--- config.mk ---
export PLATFORM = sky130hd
export DESIGN_NAME = dma_ctrl
export DESIGN_NICKNAME = d
export VERILOG_FILES = /design/src/rtl/hc8_bus_pkg.sv /design/src/rtl/dma_counter.sv /design/src/rtl/dma_ctrl.sv
export SDC_FILE = /design/constraint.sdc
export NUM_CORES = 1
export LEC_CHECK = 0
export ABC_AREA = 0
export BUFFER_PORTS_ARGS = -buffer_cell sky130_fd_sc_hd__buf_2
export CORE_ASPECT_RATIO = 0.8
export CORE_MARGIN = 2
export CORE_UTILIZATION = 37
export DETAILED_ROUTE_END_ITERATION = 7
export GPL_TIMING_DRIVEN = 0
export PLACE_DENSITY_LB_ADDON = 0.3
export SKIP_LAST_GASP = 1
export SLEW_MARGIN = 20
export SYNTH_ARGS = -nofsm -noshare
export SYNTH_HDL_FRONTEND = slang
export SYNTH_SLANG_ARGS = --single-unit
--- constraint.sdc ---
create_clock -name clk -period 1.91 [get_ports clk]
set_clock_uncertainty 0.15 [all_clocks]
set_input_delay 0.0955 -clock clk [delete_from_list [all_inputs] [get_ports clk]]
set_output_delay 0.0955 -clock clk [all_outputs]
set_load 0.02 [all_outputs]
--- src/rtl/hc8_bus_pkg.sv ---
`default_nettype none
// ============================================================================
// Module      : hc8_bus_pkg
// Description : Shared HC8 system-bus definitions: bus widths, strobe levels
//               and the DMA controller state encoding. Imported by the DMA
//               controller and by the HC8 core top-level.
// Revision    : 1.0 - initial release
// ============================================================================
package hc8_bus_pkg;

    localparam int c_HC8_ADDR_W = 16;
    localparam int c_HC8_DATA_W = 8;

    // Bus strobes (nDMA_REQ, nRAM_RD, nRAM_WR) are all active-low.
    localparam logic c_STROBE_ON  = 1'b0;
    localparam logic c_STROBE_OFF = 1'b1;

    typedef enum logic [2:0] {
        ST_IDLE  = 3'd0,
        ST_REQ   = 3'd1,
        ST_READ  = 3'd2,
        ST_WRITE = 3'd3,
        ST_NEXT  = 3'd4,
        ST_REL   = 3'd5
    } dma_state_t;

endpackage
`default_nettype wire

--- src/rtl/dma_counter.sv ---
`default_nettype none
// ============================================================================
// Module      : dma_counter
// Description : Loadable up/down counter used for the DMA source address,
//               destination address and remaining-length registers. Wraps
//               modulo 2^WIDTH in both directions.
// Ports       : clk, nReset (async, active-low)
//               load / load_val : parallel load (highest priority)
//               inc / dec       : step by one
//               count           : current value
// Revision    : 1.0 - initial release
// ============================================================================
module dma_counter
    import hc8_bus_pkg::*;
#(
    parameter int WIDTH = c_HC8_ADDR_W
) (
    input  logic             clk,
    input  logic             nReset,
    input  logic             load,
    input  logic [WIDTH-1:0] load_val,
    input  logic             inc,
    input  logic             dec,
    output logic [WIDTH-1:0] count
);

    logic [WIDTH-1:0] r_count;

    always_ff @(posedge clk or negedge nReset) begin
        if (!nReset) begin
            r_count <= '0;
        end else if (load) begin
            r_count <= load_val;
        end else if (inc) begin
            r_count <= r_count + WIDTH'(1);
        end else if (dec) begin
            r_count <= r_count - WIDTH'(1);
        end
    end

    assign count = r_count;

endmodule
`default_nettype wire

--- src/rtl/dma_ctrl.sv ---
`default_nettype none
// ============================================================================
// Module      : dma_ctrl
// Description : Memory-to-memory copy / fill DMA engine for the HC8 bus.
//               Requests the bus with nDMA_REQ, waits for the core to let go,
//               then runs READ/WRITE/NEXT per byte (WRITE/NEXT in fill mode)
//               and releases the bus with a one-cycle done pulse.
// Ports       : clk, nReset (async, active-low)
//               start, cfg_src, cfg_dst, cfg_len, cfg_fill, cfg_value, abort
//               busy, done, nDMA_REQ
//               bus_oe, address_bus, nRAM_RD, nRAM_WR  (address/strobe drive)
//               data_oe, data_out, data_in             (data bus)
// Revision    : 1.0 - initial release
// ============================================================================
module dma_ctrl
    import hc8_bus_pkg::*;
#(
    parameter int ADDR_W     = c_HC8_ADDR_W,
    parameter int DATA_W     = c_HC8_DATA_W,
    parameter int LEN_W      = 16,
    parameter int GRANT_WAIT = 1            // legal range 1..15
) (
    input  logic              clk,
    input  logic              nReset,
    input  logic              start,
    input  logic [ADDR_W-1:0] cfg_src,
    input  logic [ADDR_W-1:0] cfg_dst,
    input  logic [LEN_W-1:0]  cfg_len,
    input  logic              cfg_fill,
    input  logic [DATA_W-1:0] cfg_value,
    input  logic              abort,
    output logic              busy,
    output logic              done,
    output logic              nDMA_REQ,
    output logic              bus_oe,
    output logic [ADDR_W-1:0] address_bus,
    output logic [DATA_W-1:0] data_out,
    output logic              data_oe,
    input  logic [DATA_W-1:0] data_in,
    output logic              nRAM_RD,
    output logic              nRAM_WR
);

    dma_state_t        r_state;
    dma_state_t        w_next;
    logic [3:0]        r_wait;
    logic              r_fill;
    logic [DATA_W-1:0] r_value;
    logic [DATA_W-1:0] r_data;
    logic              r_abort_pend;
    logic              r_zero_done;

    logic [ADDR_W-1:0] w_src;
    logic [ADDR_W-1:0] w_dst;
    logic [LEN_W-1:0]  w_len;
    logic              w_accept;
    logic              w_zero;
    logic              w_in_next;
    logic              w_len_last;
    logic              w_wr_en;

    // Starts are only honoured in IDLE, so a start while busy changes nothing.
    assign w_accept   = (r_state == ST_IDLE) && start && (cfg_len != '0);
    assign w_zero     = (r_state == ST_IDLE) && start && (cfg_len == '0);
    assign w_in_next  = (r_state == ST_NEXT);
    // Length decrements at the end of NEXT, so "reaching zero" is len==1 now.
    assign w_len_last = (w_len == LEN_W'(1));

    dma_counter #(.WIDTH(ADDR_W)) u_src_cnt (
        .clk      (clk),
        .nReset   (nReset),
        .load     (w_accept),
        .load_val (cfg_src),
        .inc      (w_in_next && !r_fill),
        .dec      (1'b0),
        .count    (w_src)
    );

    dma_counter #(.WIDTH(ADDR_W)) u_dst_cnt (
        .clk      (clk),
        .nReset   (nReset),
        .load     (w_accept),
        .load_val (cfg_dst),
        .inc      (w_in_next),
        .dec      (1'b0),
        .count    (w_dst)
    );

    dma_counter #(.WIDTH(LEN_W)) u_len_cnt (
        .clk      (clk),
        .nReset   (nReset),
        .load     (w_accept),
        .load_val (cfg_len),
        .inc      (1'b0),
        .dec      (w_in_next),
        .count    (w_len)
    );

    always_ff @(posedge clk or negedge nReset) begin
        if (!nReset) begin
            r_state <= ST_IDLE;
        end else begin
            r_state <= w_next;
        end
    end

    // The first REQ cycle presents nDMA_REQ; the core samples it at the
    // following edge and frees the bus, after which GRANT_WAIT cycles elapse
    // before the first drive. Hence REQ lasts GRANT_WAIT+1 cycles.
    always_ff @(posedge clk or negedge nReset) begin
        if (!nReset) begin
            r_wait       <= 4'd0;
            r_fill       <= 1'b0;
            r_value      <= '0;
            r_data       <= '0;
            r_abort_pend <= 1'b0;
            r_zero_done  <= 1'b0;
        end else begin
            r_zero_done <= w_zero;
            if (w_accept) begin
                r_wait  <= 4'(GRANT_WAIT);
                r_fill  <= cfg_fill;
                r_value <= cfg_value;
            end else if ((r_state == ST_REQ) && (r_wait != 4'd0)) begin
                r_wait <= r_wait - 4'd1;
            end
            if (r_state == ST_READ) begin
                r_data <= data_in;
            end
            // Abort seen mid-byte is remembered so the byte can finish even
            // if abort has dropped again by the time NEXT decides.
            if (r_state == ST_IDLE) begin
                r_abort_pend <= 1'b0;
            end else if (abort && ((r_state == ST_READ) || (r_state == ST_WRITE))) begin
                r_abort_pend <= 1'b1;
            end
        end
    end

    always_comb begin
        w_next      = r_state;
        nDMA_REQ    = c_STROBE_OFF;
        bus_oe      = 1'b0;
        data_oe     = 1'b0;
        nRAM_RD     = c_STROBE_OFF;
        w_wr_en     = 1'b0;
        address_bus = '0;
        case (r_state)
            ST_IDLE: begin
                if (w_accept) begin
                    w_next = ST_REQ;
                end
            end
            ST_REQ: begin
                nDMA_REQ = c_STROBE_ON;
                if (abort) begin
                    w_next = ST_REL;
                end else if (r_wait == 4'd0) begin
                    w_next = r_fill ? ST_WRITE : ST_READ;
                end
            end
            ST_READ: begin
                nDMA_REQ    = c_STROBE_ON;
                bus_oe      = 1'b1;
                address_bus = w_src;
                nRAM_RD     = c_STROBE_ON;
                w_next      = ST_WRITE;
            end
            ST_WRITE: begin
                nDMA_REQ    = c_STROBE_ON;
                bus_oe      = 1'b1;
                data_oe     = 1'b1;
                address_bus = w_dst;
                w_wr_en     = 1'b1;
                w_next      = ST_NEXT;
            end
            ST_NEXT: begin
                nDMA_REQ    = c_STROBE_ON;
                bus_oe      = 1'b1;
                address_bus = w_dst;
                if (w_len_last || r_abort_pend || abort) begin
                    w_next = ST_REL;
                end else begin
                    w_next = r_fill ? ST_WRITE : ST_READ;
                end
            end
            ST_REL: begin
                w_next = ST_IDLE;
            end
            default: begin
                w_next = ST_IDLE;
            end
        endcase
    end

    // Write strobe only in the low half of WRITE, matching the core's own
    // gating so address/data are settled before and after the strobe.
    assign nRAM_WR  = (w_wr_en && !clk) ? c_STROBE_ON : c_STROBE_OFF;
    assign data_out = data_oe ? (r_fill ? r_value : r_data) : '0;
    assign busy     = (r_state != ST_IDLE);
    assign done     = (r_state == ST_REL) || r_zero_done;

endmodule
`default_nettype wire
==> impl_results.rst <==
.. list-table::
   :header-rows: 1

   * - Metric
     - Value
   * - Initial Utilization
     - 0.3836
   * - Sequential fraction of design power
     - 0.314
   * - Data required time of the worst path
     - 1.66 ns
   * - Residual overflow from global routing
     - 0
   * - CP max stage cell
     - dfrtp_2
   * - Minimum clock period
     - 2.145 ns
   * - Initial DRC count
     - 415
   * - Number of failing setup endpoints in the final timing report
     - 49
   * - CP bufs+invs
     - 2
   * - Die height
     - 99.41 um
   * - Ordered list of cells on the worst path
     - or3b_4, nand2_4, buf_6, a22o_1, buf_6
   * - Count of buffers from port buffering
     - 99
   * - Most numerous cell types in the synthesized netlist
     - 87 x nand2_1, 74 x dfrtp_1, 39 x o21ai_0
   * - Power density of the placed cells
     - 1504 nW/um^2
   * - Worst flop-to-flop path endpoint
     - u_src_cnt.count[13]$_DFFE_PN0P_
   * - Total Wirelength
     - 15000 um
   * - Cell area after placement
     - 4916 um^2
   * - Worst-case headroom to the max-slew limit
     - 0.6879
   * - Mean post-synth cell area
     - 8.996 um^2
   * - Status
     - finished with violations
   * - Worst-skew pair later-pin latency
     - 0.46 ns
   * - Endpoint arrival time on the critical path
     - 1.90 ns
   * - Most numerous cell on the critical path
     - buf_6
   * - Capturing element type of the critical path
     - output port
   * - Post-route DRC
     - 0
   * - Start-to-end type of the worst setup path
     - register to output port
   * - Slew at the pin with the worst max-slew slack
     - 0.4642 ns
   * - Cell Area, Synth
     - 4210 um^2
   * - Depth of the most critical reg-to-reg path
     - 7
   * - Number of global-route vias before repair
     - 4548
   * - Floorplan die width
     - 123.3 um
   * - Internal power of the cells
     - 0.006170 W
   * - Startpoint types
     - register
   * - Layout Cells excl Fill
     - 840
   * - Share of flip-flops with an asynchronous set or reset
     - 1.000
   * - Number of antenna violations at the first check in global routing
     - 0
   * - Vias per std cell
     - 5.458
   * - Fraction of layout instances using a drive strength above 1
     - 0.3448
   * - Switching power as a share of total power
     - 0.4069
   * - Warnings from Yosys
     - 0
   * - Fmax achieved
     - 466.2 MHz
   * - Portion of total power attributed to combinational logic
     - 0.488
   * - Final cell area excluding filler cells
     - 6918 um^2
   * - Total placed cells including tap cells
     - 712
   * - RR Startpoint
     - r_state[0]$_DFFE_PN0P_
   * - Ranking of synthesized cells by area
     - dfrtp_1 44%, nand2_1 7.8%, o21ai_0 4.6%
   * - Layout net count
     - 765
   * - Synth Instances
     - 468
   * - Violations in the final reports
     - negative setup slack
   * - Half-perimeter wire length after placement
     - 8990 um
   * - Overall fraction of global-route tracks in use
     - 0.2364
   * - Die outline area
     - 12250 um^2
   * - Dominant synthesized flop cell
     - dfrtp_1
   * - Peak supply drop
     - 0.8328 mV
   * - Synthesized flop and latch total
     - 74
   * - Core box area
     - 10980 um^2
   * - Worst min-delay path category
     - input port to asynchronous set/reset pin
   * - Period Utilization, post-route
     - 1.123
   * - Maximum fanout along the worst path
     - 5
   * - Total number of vias
     - 4585
   * - Worst setup slack after placement
     - -0.4601 ns
   * - Syn_nets
     - 542
   * - Most frequently used cell type in the post-synthesis netlist
     - nand2_1
   * - Sequential fraction of the synthesis area
     - 0.4398
   * - CTS clk-pin slew, worst paths
     - 0.06 ns
   * - Number of distinct library cell variants in the gate-level netlist after synthesis
     - 55
   * - Residual antenna-violating net count after detailed routing
     - 0
   * - Area share of the largest cell type after synthesis
     - 0.4398
   * - Number of enable-type register cells in the synthesized netlist
     - 0
   * - Reported leakage power
     - 3.109 nW
   * - Antenna fix cells
     - 0
   * - Maximum number of pins on one net before global-route repair
     - 48
   * - Routability congestion estimate
     - 0.8825
   * - Wire length of the first global-routing pass
     - 22340 um
   * - Largest delay contributor family on the critical path
     - simple AND/OR/NAND/NOR gates
   * - Top Ports
     - 100
   * - Number of detailed-routing iterations run before antenna repair
     - 5
   * - Fin. max-slew vios
     - 0
   * - Drt wl/cell
     - 17.85 um
   * - Longest individual stage delay on the worst path
     - 0.44 ns
   * - Final Hold Vio Count
     - 0
   * - Clock tree from TritonCTS
     - done
   * - Sw power
     - 0.004232 W
   * - Largest area contributor in the synthesized netlist
     - dfrtp_1
   * - Maximum capacitance violations
     - 0
   * - Power share of the clock group
     - 0.198
   * - RSZ-0062 raised after global routing
     - yes
   * - Area grow syn2layout
     - 64.31%
   * - Register-to-register setup slack
     - -0.18 ns
   * - Worst Setup Slack, final
     - -0.2348 ns
   * - Cell row count
     - 34
[worst max path at each step]
stage / cells past startpoint / start / slack [ns] / to
3_3_place_gp: 7 / r_state[2]$_DFFE_PN0P_ / -0.44 / address_bus[0]
5_1_grt: 6 / r_state[2]$_DFFE_PN0P_ / -0.26 / address_bus[4]
2_1_floorplan: 6 / r_state[2]$_DFFE_PN0P_ / 0.07 / r_data[4]$_DFFE_PN0P_
6_report: 5 / r_state[0]$_DFFE_PN0P_ / -0.23 / address_bus[4]
3_5_place_dp: 7 / r_state[2]$_DFFE_PN0P_ / -0.46 / address_bus[0]
4_1_cts: 6 / r_state[2]$_DFFE_PN0P_ / -0.21 / address_bus[0]
[power by group through the flow]
| stage | clock [W] | combinational [W] | sequential [W] |
|---|---|---|---|
| finish | 0.00206 | 0.00507 | 0.00327 |
| global route | 0.00216 | 0.00547 | 0.00336 |
| CTS | 0.00208 | 0.00430 | 0.00312 |
| detailed placement | 0.0000122 | 0.00348 | 0.00309 |
| global placement | 0.0000122 | 0.00338 | 0.00307 |
| floorplan | 0.00000909 | 0.00256 | 0.00287 |
[timing repair]
item	in CTS	in global routing
buffers inserted	24	13
pin swaps	17	22
endpoints found under the setup margin	93	91
hold buffers	70	0
resized for setup	83	101
hold endpoints to repair	144	0
gates cloned	1	2
[sequential cells by signal (all words and copies together), names as in the netlist]
signal / count
u_dst_cnt.count: 16
u_len_cnt.count: 16
u_src_cnt.count: 16
r_data: 8
r_value: 8
r_wait: 4
r_state: 3
r_abort_pend: 1
r_fill: 1
r_zero_done: 1
[layer usage]
| layer | GRT usage | wire [um] | vias to the layer above |
|---|---|---|---|
| met2 | 0.3779 | 7179 | 225 |
| met1 | 0.3180 | 6417 | 2191 |
| li1 | - | - | 2125 |
| met4 | 0.07430 | 371 | 0 |
| met3 | 0.05505 | 1029 | 44 |
| met5 | 0 | 0 | - |
[stage by stage]
step,hold slack [ns],utilization,total power (W),TNS (ns)
detailed placement,-0.09687,0.4479,0.006584,-16.65
global route,0.04431,0.6303,0.01100,-9.161
floorplan,-0.3501,-,0.005436,0
global placement,0.1409,0.4452,0.006465,-17.11
finish,0.02126,0.6303,0.01040,-5.585
CTS,0.02415,0.5885,0.009487,-5.268
[tightest hold or removal path: cells and delay by family]
family	cells	cell delay, ns
buffers and inverters	3	0.88
[cell usage in the layout, fill, tap and decap left out, types with 3 or more instances in the layout]
cell type and n:
dfrtp_1 71, buf_2 71, mux2i_1 9, buf_6 37, nand4_1 12, inv_1 10, nand2_1 81, xnor2_1 8
nand2b_1 3, dfrtp_2 3, a221o_1 5, nand3_2 3, a22o_4 4, mux2_2 8, clkbuf_16 14, nor2_1 33
nand2_2 4, and4_1 3, nor3_4 3, dlygate4sd3_1 69, nor3_1 10, buf_4 42, ha_1 5, and3_1 8
nor4_1 8, a22o_1 12, o21ai_0 21, nor3_2 4, a21oi_1 11, xor2_1 16, a22oi_1 5, buf_8 6
buf_12 4, o21ai_1 22, nand3_1 9
[cell type report]
cell class | count | area [um^2]
Inverter | 11 | 41.29
Multi-Input combinational cell | 358 | 2421
Fill cell | 874 | 4058
Clock inverter | 4 | 51.30
Buffer | 25 | 301.5
Tap cell | 144 | 180.2
Clock buffer | 16 | 326.6
Timing Repair Buffer | 208 | 1740
Sequential cell | 74 | 1856
[logic make-up after synthesis]
kind of cell,count (synthesis),synth area share
simple gates,205,0.2365
compound gates,106,0.1679
flops,74,0.4398
buf+inv,36,0.04606
xor+xnor,25,0.05201
mux,17,0.04280
fa+ha+maj,5,0.01486
Power figures use the tool's default switching activity.
